==> src/rtl/tick_sched.sv <==
`default_nettype none
// ============================================================================
// Module      : tick_sched
// Description : Multi-channel periodic tick scheduler. A shared prescaler
//               produces a base strobe every 2^PRE cycles. Each channel
//               counts base strobes up to its programmed period and emits a
//               one-cycle tick on terminal count. Channels are reprogrammed
//               through a valid/ready configuration port; each write spends
//               one APPLY cycle clearing the target channel's counter.
//               Optional build macro TICK_SCHED_ONESHOT_EN adds a per-channel
//               one-shot mode (cfg_oneshot input).
// Revision    : 1.0 - initial release
// ============================================================================
module tick_sched #(
    parameter int NCH = 4,
    parameter int PW  = 16,
    parameter int PRE = 2,
    localparam int c_chw = (NCH > 1) ? $clog2(NCH) : 1
) (
    input  logic             clk,
    input  logic             rst,
    input  logic             run,
    input  logic             cfg_valid,
    output logic             cfg_ready,
    input  logic [c_chw-1:0] cfg_ch,
    input  logic [PW-1:0]    cfg_period,
    input  logic             cfg_en,
`ifdef TICK_SCHED_ONESHOT_EN
    input  logic             cfg_oneshot,
`endif
    output logic [NCH-1:0]   tick,
    output logic             running
);

    localparam logic [1:0] c_st_stop  = 2'd0;
    localparam logic [1:0] c_st_run   = 2'd1;
    localparam logic [1:0] c_st_apply = 2'd2;

    logic [1:0]       r_state;
    logic [c_chw-1:0] r_apply_ch;
    logic             r_apply_hit;

    logic w_accept;
    logic w_wr_valid;
    logic w_active;
    logic w_strobe;

    // Counting happens only while running, including the APPLY cycle.
    assign w_active   = run && ((r_state == c_st_run) || (r_state == c_st_apply));
    assign running    = w_active;
    assign cfg_ready  = !rst && (r_state != c_st_apply);
    assign w_accept   = cfg_valid && cfg_ready;
    // Writes to non-existent channels are accepted but touch nothing.
    assign w_wr_valid = (int'(cfg_ch) < NCH);

    // Control FSM; remembers which channel the current APPLY cycle belongs to.
    always_ff @(posedge clk) begin
        if (rst) begin
            r_state     <= c_st_stop;
            r_apply_ch  <= '0;
            r_apply_hit <= 1'b0;
        end else begin
            case (r_state)
                c_st_stop: begin
                    if (w_accept)  r_state <= c_st_apply;
                    else if (run)  r_state <= c_st_run;
                end
                c_st_run: begin
                    if (w_accept)  r_state <= c_st_apply;
                    else if (!run) r_state <= c_st_stop;
                end
                c_st_apply: begin
                    r_state <= run ? c_st_run : c_st_stop;
                end
                default: begin
                    r_state <= c_st_stop;
                end
            endcase
            if (w_accept) begin
                r_apply_ch  <= cfg_ch;
                r_apply_hit <= w_wr_valid;
            end
        end
    end

    generate
        if (PRE == 0) begin : g_presc_none
            assign w_strobe = w_active;
        end else begin : g_presc
            logic [PRE-1:0] r_presc;

            // Free-running prescaler; frozen whenever the scheduler is not active.
            always_ff @(posedge clk) begin
                if (rst) begin
                    r_presc <= '0;
                end else if (w_active) begin
                    r_presc <= r_presc + 1'b1;
                end
            end

            assign w_strobe = w_active && (&r_presc);
        end
    endgenerate

    generate
        for (genvar i = 0; i < NCH; i++) begin : g_ch
            logic [PW-1:0] r_period;
            logic [PW-1:0] r_cnt;
            logic          r_en;
            logic          r_tick;
            logic          w_sel;
            logic          w_hold;
            logic          w_tc;

            assign w_sel  = w_accept && w_wr_valid && (cfg_ch == c_chw'(i));
            assign w_hold = (r_state == c_st_apply) && r_apply_hit && (r_apply_ch == c_chw'(i));
            // Counter never exceeds period-1, so it cannot overflow even at 2^PW-1.
            assign w_tc   = (r_cnt == (r_period - 1'b1));
            assign tick[i] = r_tick;

`ifdef TICK_SCHED_ONESHOT_EN
            logic r_oneshot;

            // One-shot flag travels with every write to this channel.
            always_ff @(posedge clk) begin
                if (rst) begin
                    r_oneshot <= 1'b0;
                end else if (w_sel) begin
                    r_oneshot <= cfg_oneshot;
                end
            end
`endif

            // Channel counter: a write (or its APPLY cycle) overrides any terminal count.
            always_ff @(posedge clk) begin
                if (rst) begin
                    r_period <= '0;
                    r_cnt    <= '0;
                    r_en     <= 1'b0;
                    r_tick   <= 1'b0;
                end else begin
                    r_tick <= 1'b0;
                    if (w_sel) begin
                        r_period <= cfg_period;
                        r_en     <= cfg_en;
                        r_cnt    <= '0;
                    end else if (w_hold) begin
                        r_cnt <= '0;
                    end else if (w_strobe && r_en && (r_period != '0)) begin
                        if (w_tc) begin
                            r_cnt  <= '0;
                            r_tick <= 1'b1;
`ifdef TICK_SCHED_ONESHOT_EN
                            if (r_oneshot) begin
                                r_en <= 1'b0;
                            end
`endif
                        end else begin
                            r_cnt <= r_cnt + 1'b1;
                        end
                    end
                end
            end
        end
    endgenerate

endmodule
`default_nettype wire

==> config.mk <==
export PLATFORM = sky130hd
export DESIGN_NAME = tick_sched
export DESIGN_NICKNAME = d
export VERILOG_FILES = /design/src/rtl/tick_sched.sv
export SDC_FILE = /design/constraint.sdc
export NUM_CORES = 1
export LEC_CHECK = 0
export ABC_AREA = 1
export BUFFER_PORTS_ARGS = -buffer_cell sky130_fd_sc_hd__buf_2
export CAP_MARGIN = 30
export CELL_PAD_IN_SITES_DETAIL_PLACEMENT = 0
export CELL_PAD_IN_SITES_GLOBAL_PLACEMENT = 1
export CORE_ASPECT_RATIO = 2
export CORE_MARGIN = 3
export CORE_UTILIZATION = 46
export CTS_BUF_LIST = sky130_fd_sc_hd__clkbuf_4 sky130_fd_sc_hd__clkbuf_8
export CTS_CLUSTER_SIZE = 30
export DETAILED_ROUTE_END_ITERATION = 10
export PLACE_DENSITY_LB_ADDON = 0.1
export SYNTH_ARGS = -nofsm -noshare
export SYNTH_HDL_FRONTEND = slang
export SYNTH_SLANG_ARGS = --single-unit
==> constraint.sdc <==
create_clock -name clk -period 2.59 [get_ports clk]
set_clock_uncertainty 0.2 [all_clocks]
set_input_delay 0.518 -clock clk [delete_from_list [all_inputs] [get_ports clk]]
set_output_delay 0.518 -clock clk [all_outputs]
set_load 0.01 [all_outputs]
==> flow_metrics.tcl, run 1 <==
set metrics [dict create \
    yosysMostFrequentCell "nand2_1" \
    period_needed_ps 2398 \
    crit_family "simple AND/OR/NAND/NOR gates" \
    fin_cells 1773 \
    r2r_start "r_state[1]" \
    antenna_found_initial 1 \
    layout-drive-gt1-share_pct 10.46 \
    final-seq-area_um2 2863 \
    ant_nets 0 \
    synth_top_area_cell "dfxtp_1" \
    setup_violations 0 \
    holdPathEnd "r_apply_ch[1]" \
    syn2layout_area_growth_pct 9.041 \
    ctsHtreeMaxLevel 4 \
    hold_class "in -> reg" \
    die_h_um 207.4 \
    wl_mm 25.02 \
    cts_buffers 17 \
    nets 1533 \
    core-area_um2 19910 \
    finalCritPeriodShare_pct 92.57 \
    worst_setup_path_start_kind "flop" \
    synth-edff-count 0 \
    holdBufCountCts 0 \
    async_flop_share_pct 0 \
    hold_viol_final 0 \
    start_util_pct 46.85 \
    cp-end-kind "flop" \
    cp_cell_sequence "inv_1 > ha_1 > nand2_2 > inv_2 > nand2_2 > nor2_2 > nand2_4 > inv_2 > nand2_1 > nor2_1 > nand3_2 > nand2_2 > nor2_1" \
    grt_pass1_wl_mm 41.09 \
    slew_violations 0 \
    required_ps 2750 \
    rsz0062_at_grt "yes" \
    gp_congestion 0.8707 \
    dieArea_um2 22130 \
    maxSlewHeadroom_pct 51.86 \
    synth_ff_type "dfxtp_1" \
    num_vias 8628 \
    clock_sinks 143 \
    drt-vias-per-instance 4.866 \
    crit_fanout 13 \
    drt-pass1-iter-count 5 \
    clockBufferDepth 2 \
    finalSetupTns_ps 0 \
    place_inst 1740 \
    dpl.hpwl_mm 20.34 \
    fillers 2225 \
    netlist_instances 1464 \
    peakVddDrop_uv 332.8 \
    clk_pin_slew_ps 90 \
    remaining_drc_errors 0 \
    insertion_delay_ps 480 \
    syn-cell-area_um2 9328 \
    postSynthAreaPerCell_um2 6.371 \
    synth_commonest_cells "nand2_1, nor2_1, inv_1" \
    worstHoldStart "cfg_ch[1]" \
    r2r_slack_ps 190 \
    grt_pass1_vias 8496 \
    overflow 0 \
    root_buffer "clkbuf_8" \
    crit_arrival_ps 2560 \
    cp-startpoint "r_state[1]" \
    std_cell_rows 73 \
    multi_input_area_um2 5550 \
    seq_area_frac_synth_pct 30.69 \
    numPortBuffers 28 \
    grt_usage_pct 23.43 \
    routedWlPerCell_um 14.11 \
    p_total_uw 5208 \
    r2r_cells 13 \
    grt_max_degree 47 \
    synth.ff_latch_count 143 \
    synth_warnings 0 \
    holdWs_ps 130.7 \
    io_pins 29 \
    tightest_slew_ps 710.9 \
    die_w_um 106.7 \
    regToRegEndpoint "g_ch[0].r_cnt[9]" \
    cts_setup_buffers 0 \
    netlist.area_leader.share_pct 30.69 \
    synth_area_leaders "dfxtp_1, nand2_1, nor2_1" \
    clock.fmax_mhz 417.1 \
    drtIter0Drc 312 \
    cts_tree "built" \
    syn_nets 1500 \
    max_stage_delay_ps 400 \
    outcome "finished clean" \
    critPathKind "reg -> reg" \
    post_cts_resized 0 \
    min_path_cells 3 \
    critPathBufInv 3 \
    p_leak_uw 0.004845 \
    drv_cap 0 \
    critPathSlowestCell "dfxtp_1" \
    cpMostUsedCell "nand2_2" \
    synth_cell_type_count 45 \
    power_density_nw_per_um2 512.1 \
]
==> logic make-up after synthesis <==
kind of cell             count (synthesis)  share of synthesized area (%)
AO/OA/AOI/OAI                          185                          10.28
XOR/XNOR                                89                          8.357
adder cells (fa/ha/maj)                 13                          1.744
buffers and inverters                  236                          9.993
flip-flops                             143                          30.69
multiplexers                             3                         0.3219
AND/OR/NAND/NOR                        795                          38.62
==> worst reg2reg max path: cells and delay by family (launching register included) <==
| family | cells | cell delay, ps |
|---|---|---|
| and+or+nand+nor | 9 | 1130 |
| DFF | 1 | 400 |
| adders and majority gates | 1 | 290 |
| buffers and inverters | 3 | 260 |
==> report_power, final <==
part | internal (uW) | leakage [uW] | total (uW) | switching, uW
registers | 2250 | 0.00116 | 2300 | 54.4
logic | 369 | 0.00348 | 1090 | 723
clock network | 919 | 0.000206 | 1810 | 893
==> routing by layer <==
layer	routed length (um)	track usage, %	share of wire, %
met1	9713	24.78	39
met2	13550	43.73	54
met3	623	3.610	2.5
met4	1123	11.79	4.5
met5	13	0	0.052
==> worst max path at each step <==
| stage | endpoint | slack [ps] | depth (start not counted) |
|---|---|---|---|
| 5_1_grt | g_ch[0].r_cnt[15] | 3 | 14 |
| 4_1_cts | g_ch[2].r_cnt[0] | 80 | 13 |
| 3_3_place_gp | g_ch[2].r_cnt[1] | 140 | 13 |
| 2_1_floorplan | g_ch[2].r_period[12] | 460 | 11 |
| 6_report | g_ch[0].r_cnt[9] | 190 | 13 |
| 3_5_place_dp | g_ch[2].r_cnt[0] | 100 | 13 |
==> flip-flops by register name, summed over array words and instances (netlist names) <==
signal and flops:
r_state 2, r_apply_ch 2, g_ch.r_tick 4, r_apply_hit 1, g_presc.r_presc 2, g_ch.r_period 64, g_ch.r_cnt 64, g_ch.r_en 4
==> through the flow <==
step                      setup slack [ps]  utilization, %  area [um2]
after floorplan                      460.1               -        9328
after global placement               142.6           49.01        9759
after detailed placement             97.56           49.01        9759
after CTS                            82.79           50.98       10150
after global routing                 3.058           51.07       10170
final                                192.4           51.08       10170
==> cells in the final DEF (no fill, tap or decap), drive strengths merged, types with 2 or more instances in the layout <==
master / instances
nor2: 269
bufinv: 2
clkinv: 8
nor3: 22
o21ai: 100
nand3b: 18
nand2: 361
ha: 13
nand4: 18
and2: 3
buf: 44
a31oi: 4
inv: 206
o21bai: 5
a21oi: 70
clkbuf: 21
nor3b: 5
nand3: 94
xor2: 62
mux2i: 3
or2: 3
a211oi: 2
xnor2: 27
dfxtp: 143
==> area by class of cell <==
class                      instances  share of cell area, %
antenna                            1                0.02460
sequential                       143                  28.15
tap                              262                  3.223
timing repair buffer              44                  2.559
clock buffer                      21                  2.719
inverter                         206                  7.627
clock inverter                    11                  1.132
multi-input combinational       1085                  54.57
No activity file was read; power rests on OpenSTA's default activity.
==> run 2, diff against run 1 <==
--- a/config.mk
+++ b/config.mk
@@ -5,14 +5,13 @@
 export SDC_FILE = /design/constraint.sdc
 export NUM_CORES = 1
 export LEC_CHECK = 0
-export ABC_AREA = 1
 export BUFFER_PORTS_ARGS = -buffer_cell sky130_fd_sc_hd__buf_2
 export CAP_MARGIN = 30
 export CELL_PAD_IN_SITES_DETAIL_PLACEMENT = 0
 export CELL_PAD_IN_SITES_GLOBAL_PLACEMENT = 1
 export CORE_ASPECT_RATIO = 2
 export CORE_MARGIN = 3
-export CORE_UTILIZATION = 46
+export CORE_UTILIZATION = 44
 export CTS_BUF_LIST = sky130_fd_sc_hd__clkbuf_4 sky130_fd_sc_hd__clkbuf_8
 export CTS_CLUSTER_SIZE = 30
 export DETAILED_ROUTE_END_ITERATION = 10
==> constraint.sdc (replaced) <==
create_clock -name clk -period 2.2 [get_ports clk]
set_clock_uncertainty 0.2 [all_clocks]
set_input_delay 0.44 -clock clk [delete_from_list [all_inputs] [get_ports clk]]
set_output_delay 0.44 -clock clk [all_outputs]
set_load 0.01 [all_outputs]
==> flow_metrics.tcl, run 2 <==
set metrics [dict create \
    synth_commonest_cells "nand2_1, dfxtp_1, nor2_1" \
    synth-edff-count 0 \
    drt-pass1-iter-count 4 \
    synth_cell_type_count 71 \
    worst_setup_path_start_kind "flop" \
    root_buffer "clkbuf_8" \
    overflow 0 \
    r2r_slack_ps -610 \
    crit_fanout 16 \
    cts_buffers 17 \
    insertion_delay_ps 480 \
    synth_ff_type "dfxtp_1" \
    synth_warnings 0 \
    core-area_um2 19370 \
    multi_input_area_um2 6047 \
    gp_congestion 0.8718 \
    mostFrequentLayoutCell "buf_4" \
    timing.final.ws_setup_ps -611.9 \
    hold_viol_final 0 \
    min_path_cells 3 \
    fin_cells 1563 \
    layout-drive-gt1-share_pct 32.82 \
    crit_arrival_ps 2970 \
    syn-cell-area_um2 8696 \
    grtUsageMet3_pct 3.343 \
    fillers 1837 \
    remaining_drc_errors 0 \
    max_stage_delay_ps 490 \
    finalSetupTns_ps -29490 \
    final-seq-area_um2 2880 \
    syn2layout_area_growth_pct 34.85 \
    drv_cap 0 \
    rsz0062_at_grt "yes" \
    drtIter0Drc 265 \
    tightest_slew_ps 718.3 \
    synth.ff_latch_count 143 \
    dpl.hpwl_mm 20.11 \
    clockBufferDepth 2 \
    wl_mm 26.63 \
    ant_nets 0 \
    outcome "complete, but fails checks" \
    critPathSlowestCell "or4b_4" \
    slew_violations 0 \
    regToRegEndpoint "g_ch[3].r_cnt[8]" \
    dieArea_um2 21590 \
    synth_top_area_cell "dfxtp_1" \
    clk_pin_slew_ps 90 \
    reg.largest.list "g_ch.r_cnt: 64 flops, g_ch.r_period: 64 flops" \
    antenna_cells 0 \
    critPathKind "reg -> reg" \
    peakVddDrop_uv 472.6 \
    gr-usage-met1_pct 24.85 \
    netlist.area_leader.share_pct 32.92 \
    holdBufCountCts 0 \
    syn_nets 1131 \
    power_density_nw_per_um2 507.4 \
    mostFrequentLayoutCells "buf_4, nand2_1, dfxtp_1, xnor2_1, a21oi_1" \
    num_vias 8475 \
    cp_cell_sequence "inv_2 > ha_4 > or4b_4 > or3_1 > a2111o_1 > a2111oi_4 > nor4b_4 > buf_12 > nor3_1" \
    die_h_um 204.8 \
    holdPathEnd "g_ch[1].r_period[15]" \
    maxSlewHeadroom_pct 50.87 \
    setup_violations 68 \
    postSynthAreaPerCell_um2 7.941 \
    drt-vias-per-instance 5.422 \
    async_flop_share_pct 0 \
    required_ps 2360 \
    grt_usage_pct 25.09 \
    r2r_start "g_ch[3].r_period[1]" \
    grt_util_met2_pct 48.86 \
    seq_area_frac_synth_pct 32.92 \
    yosysMostFrequentCell "nand2_1" \
    io_pins 29 \
    finalCritPeriodShare_pct 127.8 \
    die_w_um 105.4 \
    netlist_instances 1095 \
    hold_class "in -> reg" \
    period_needed_ps 2812 \
    r2r_cells 9 \
    p_leak_uw 0.004609 \
    clock_sinks 143 \
    cp-end-kind "flop" \
    grt_pass1_vias 8567 \
    nets 1327 \
    busiest_layer "met2" \
    std_cell_rows 72 \
    violations "setup timing" \
    routedWlPerCell_um 17.04 \
    start_util_pct 44.90 \
    synth_area_leaders "dfxtp_1, xnor2_1, nand2_1" \
    grt_pass1_wl_mm 42.97 \
    worstHoldStart "cfg_period[15]" \
    antenna_found_initial 0 \
    numPortBuffers 28 \
    ctsHtreeMaxLevel 4 \
    clock.fmax_mhz 355.6 \
    place_inst 1516 \
    grt_max_degree 48 \
    cts_tree "built" \
]
run 2: kinds of logic (layout without fill, tap and decap cells):
kind of cell | Yosys count | in the layout | share of synthesized area [%]
multiplexers | 29 | 29 | 3.353
buffers and inverters | 98 | 307 | 4.791
AND/OR/NAND/NOR | 503 | 503 | 29.60
flip-flops | 143 | 143 | 32.92
XOR/XNOR | 134 | 134 | 13.50
AO/OA/AOI/OAI | 175 | 175 | 13.97
adder cells (fa/ha/maj) | 13 | 13 | 1.871
run 2: worst max-delay path, delay by kind of cell (launching register included):
| kind | cells | cell delay (ps) |
|---|---|---|
| AO/OA/AOI/OAI | 2 | 630 |
| flip-flops | 1 | 330 |
| adder cells (fa/ha/maj) | 1 | 120 |
| AND/OR/NAND/NOR | 4 | 1160 |
| buffers and inverters | 2 | 250 |
run 2: metrics by stage:
step / hold slack, ps / worst slack (ps) / util (%) / total power [uW] / instance area [um2]
after floorplan: 236.7 / -607.3 / - / 3288 / 8926
after global placement: 243.8 / -568.6 / 55.00 / 3741 / 10650
after detailed placement: 252.2 / -612.8 / 55.06 / 3751 / 10660
after CTS: 33.21 / -615.6 / 58.96 / 5984 / 11420
after global routing: 45.11 / -736.8 / 60.54 / 6217 / 11730
final: 55.90 / -611.9 / 60.54 / 5950 / 11730
run 2: repair_timing:
item	4_1_cts	5_1_grt
pin swaps	14	29
setup buffers	8	6
resized for setup	57	80
setup endpoints to repair	104	87
cloned	4	1
run 2: layout make-up:
cell class	count	area share, %
Multi-Input combinational cell	854	51.57
Sequential cell	143	24.56
Timing Repair Buffer	251	16.97
Tap cell	259	2.764
Clock buffer	17	1.995
Clock inverter	15	1.376
Inverter	24	0.7682
run 2: worst max-delay path by stage:
stage,startpoint,to,slack [ps],cells after the start
detailed placement,g_ch[3].r_period[1],g_ch[3].r_cnt[14],-610,9
CTS,g_ch[3].r_period[1],g_ch[3].r_cnt[9],-620,9
finish,g_ch[3].r_period[1],g_ch[3].r_cnt[8],-610,9
global placement,g_ch[3].r_period[1],g_ch[3].r_cnt[7],-570,9
global route,g_ch[3].r_period[1],g_ch[3].r_cnt[7],-740,9
floorplan,g_ch[3].r_period[0],g_ch[3].r_cnt[13],-610,9
run 2: power breakdown:
part | internal, uW | leakage (uW) | switching [uW] | total [uW]
Combinational | 557 | 0.00327 | 596 | 1150
Clock | 1010 | 0.000177 | 1120 | 2140
Sequential | 2630 | 0.00116 | 33.1 | 2660
Total | 4200 | 0.00461 | 1750 | 5950
run 2: routing by layer:
| metal | share of wire, % | routed length (um) | vias to the layer above |
|---|---|---|---|
| li1 | - | - | 4262 |
| met3 | 2.0 | 531 | 80 |
| met5 | 0 | 0 | - |
| met4 | 5.4 | 1450 | 0 |
| met1 | 36 | 9642 | 4005 |
| met2 | 56 | 15010 | 128 |
==> run 3, diff against run 2 <==
--- a/config.mk
+++ b/config.mk
@@ -9,8 +9,8 @@
 export CAP_MARGIN = 30
 export CELL_PAD_IN_SITES_DETAIL_PLACEMENT = 0
 export CELL_PAD_IN_SITES_GLOBAL_PLACEMENT = 1
-export CORE_ASPECT_RATIO = 2
-export CORE_MARGIN = 3
+export CORE_ASPECT_RATIO = 1.25
+export CORE_MARGIN = 2
 export CORE_UTILIZATION = 44
 export CTS_BUF_LIST = sky130_fd_sc_hd__clkbuf_4 sky130_fd_sc_hd__clkbuf_8
 export CTS_CLUSTER_SIZE = 30
==> flow_metrics.tcl, run 3 (synthesis gave the netlist of run 2 again) <==
set metrics [dict create \
    syn2layout_area_growth_pct 34.10 \
    reg.largest.list "g_ch.r_cnt: 64 flops, g_ch.r_period: 64 flops" \
    die_h_um 161.2 \
    cts_tree "built" \
    required_ps 2350 \
    crit_fanout 16 \
    die_w_um 129.7 \
    core-area_um2 19400 \
    hold_class "in -> reg" \
    antenna_cells 0 \
    gp_congestion 0.8720 \
    maxSlewHeadroom_pct 56.89 \
    hold_viol_final 0 \
    final_util_pct 60.11 \
    remaining_drc_errors 0 \
    dpl.hpwl_mm 18.52 \
    crit_arrival_ps 2960 \
    finalCritPeriodShare_pct 127.6 \
    drt-pass1-iter-count 5 \
    power_density_nw_per_um2 514.2 \
    mostFrequentLayoutCell "buf_4" \
    clock.fmax_mhz 356.2 \
    cts_buffers 17 \
    insertion_delay_ps 460 \
    antenna_found_initial 0 \
    grt_pass1_vias 8234 \
    grt_usage_pct 24.93 \
    tightest_slew_ps 641.0 \
    grt_pass1_wl_mm 41.44 \
    cp-end-kind "flop" \
    worst_setup_path_start_kind "flop" \
    start_util_pct 44.83 \
    routedWlPerCell_um 16.16 \
    layout-drive-gt1-share_pct 31.27 \
    holdWs_ps 74.50 \
    timing.final.ws_setup_ps -607.4 \
    nets 1318 \
    ctsHtreeMaxLevel 4 \
    critPathKind "reg -> reg" \
    violations "setup timing" \
    root_buffer "clkbuf_8" \
    ant_nets 0 \
    clock_sinks 143 \
    drtIter0Drc 395 \
    dieArea_um2 20910 \
    outcome "complete, but fails checks" \
    num_vias 8383 \
    setup_violations 68 \
    mostFrequentLayoutCells "buf_4, nand2_1, dfxtp_1, xnor2_1, a21oi_1" \
    peakVddDrop_uv 455.6 \
    p_leak_uw 0.004566 \
    period_needed_ps 2807 \
    clk_pin_slew_ps 80 \
    overflow 0 \
    io_pins 29 \
    rsz0062_at_grt "yes" \
    numPortBuffers 28 \
    drv_cap 0 \
    finalSetupTns_ps -27300 \
    grt_max_degree 31 \
    wl_mm 25.21 \
    clockBufferDepth 2 \
    std_cell_rows 57 \
    slew_violations 0 \
    drt-vias-per-instance 5.374 \
]
## run 3: changes by cell type in the layout (fill, tap and decap cells not counted), moves of 4 or more
cell	change
buf_12	+4
buf_6	-9
nor2_1	+8
nor2_2	-9
nor3_1	+4
nor3_2	-4
## run 3: final cells by class
type                            count  area, um2
Sequential cell                   143       2879
Tap cell                          265      331.6
Clock inverter                     13      163.9
Inverter                           24      90.09
Clock buffer                       19      249.0
Timing Repair Buffer              242       1911
Fill cell                        1848       7737
Multi-Input combinational cell    854       6037
## run 3: where the power goes
| group | internal [uW] | leakage (uW) | switching, uW |
|---|---|---|---|
| combinational | 536 | 0.00321 | 581 |
| clock | 1150 | 0.000196 | 1070 |
| sequential | 2630 | 0.00116 | 34.3 |
| total | 4310 | 0.00457 | 1680 |
## run 3: stage by stage
step / instances / total power, uW / setup slack (ps) / instance area [um2]
after floorplan: 1095 / 3288 / -607.3 / 8926
after global placement: 1516 / 3720 / -544.3 / 10650
after detailed placement: 1516 / 3728 / -606.1 / 10650
after CTS: 1557 / 6023 / -605.2 / 11400
after global routing: 1560 / 6280 / -684.3 / 11660
final: 1560 / 5996 / -607.4 / 11660
## run 3: final timing paths
path                  startpoint               end  slack (ps)  depth (start not counted)
min                       cfg_en      g_ch[3].r_en          70                          3
max          g_ch[3].r_period[1]  g_ch[3].r_cnt[7]        -610                          9
max reg2reg  g_ch[3].r_period[1]  g_ch[3].r_cnt[7]        -610                          9
min reg2reg         g_ch[2].r_en      g_ch[2].r_en         270                          2
## run 3: layer usage
| layer | up-vias | track usage, % | share of wire, % |
|---|---|---|---|
| met2 | 119 | 43.17 | 51 |
| met5 | - | 0 | 0 |
| met4 | 0 | 7.771 | 2.1 |
| met3 | 32 | 3.644 | 2.5 |
| li1 | 4245 | - | - |
| met1 | 3987 | 31.74 | 45 |
## run 3: worst max-delay path, stage by stage, from the launching register on
cell,delay (ps)
dfxtp_2,330
inv_2,60
ha_4,120
or4b_4,480
or3_1,320
a2111o_1,430
a2111oi_4,220
nor4b_4,290
buf_12,190
nor3_1,60
## run 3: what timing repair did
item	4_1_cts	5_1_grt
setup buffers	6	6
resized for setup	52	61
gates cloned	3	0
hold buffers	0	0
pin swaps	11	17
endpoints found under the setup margin	70	74
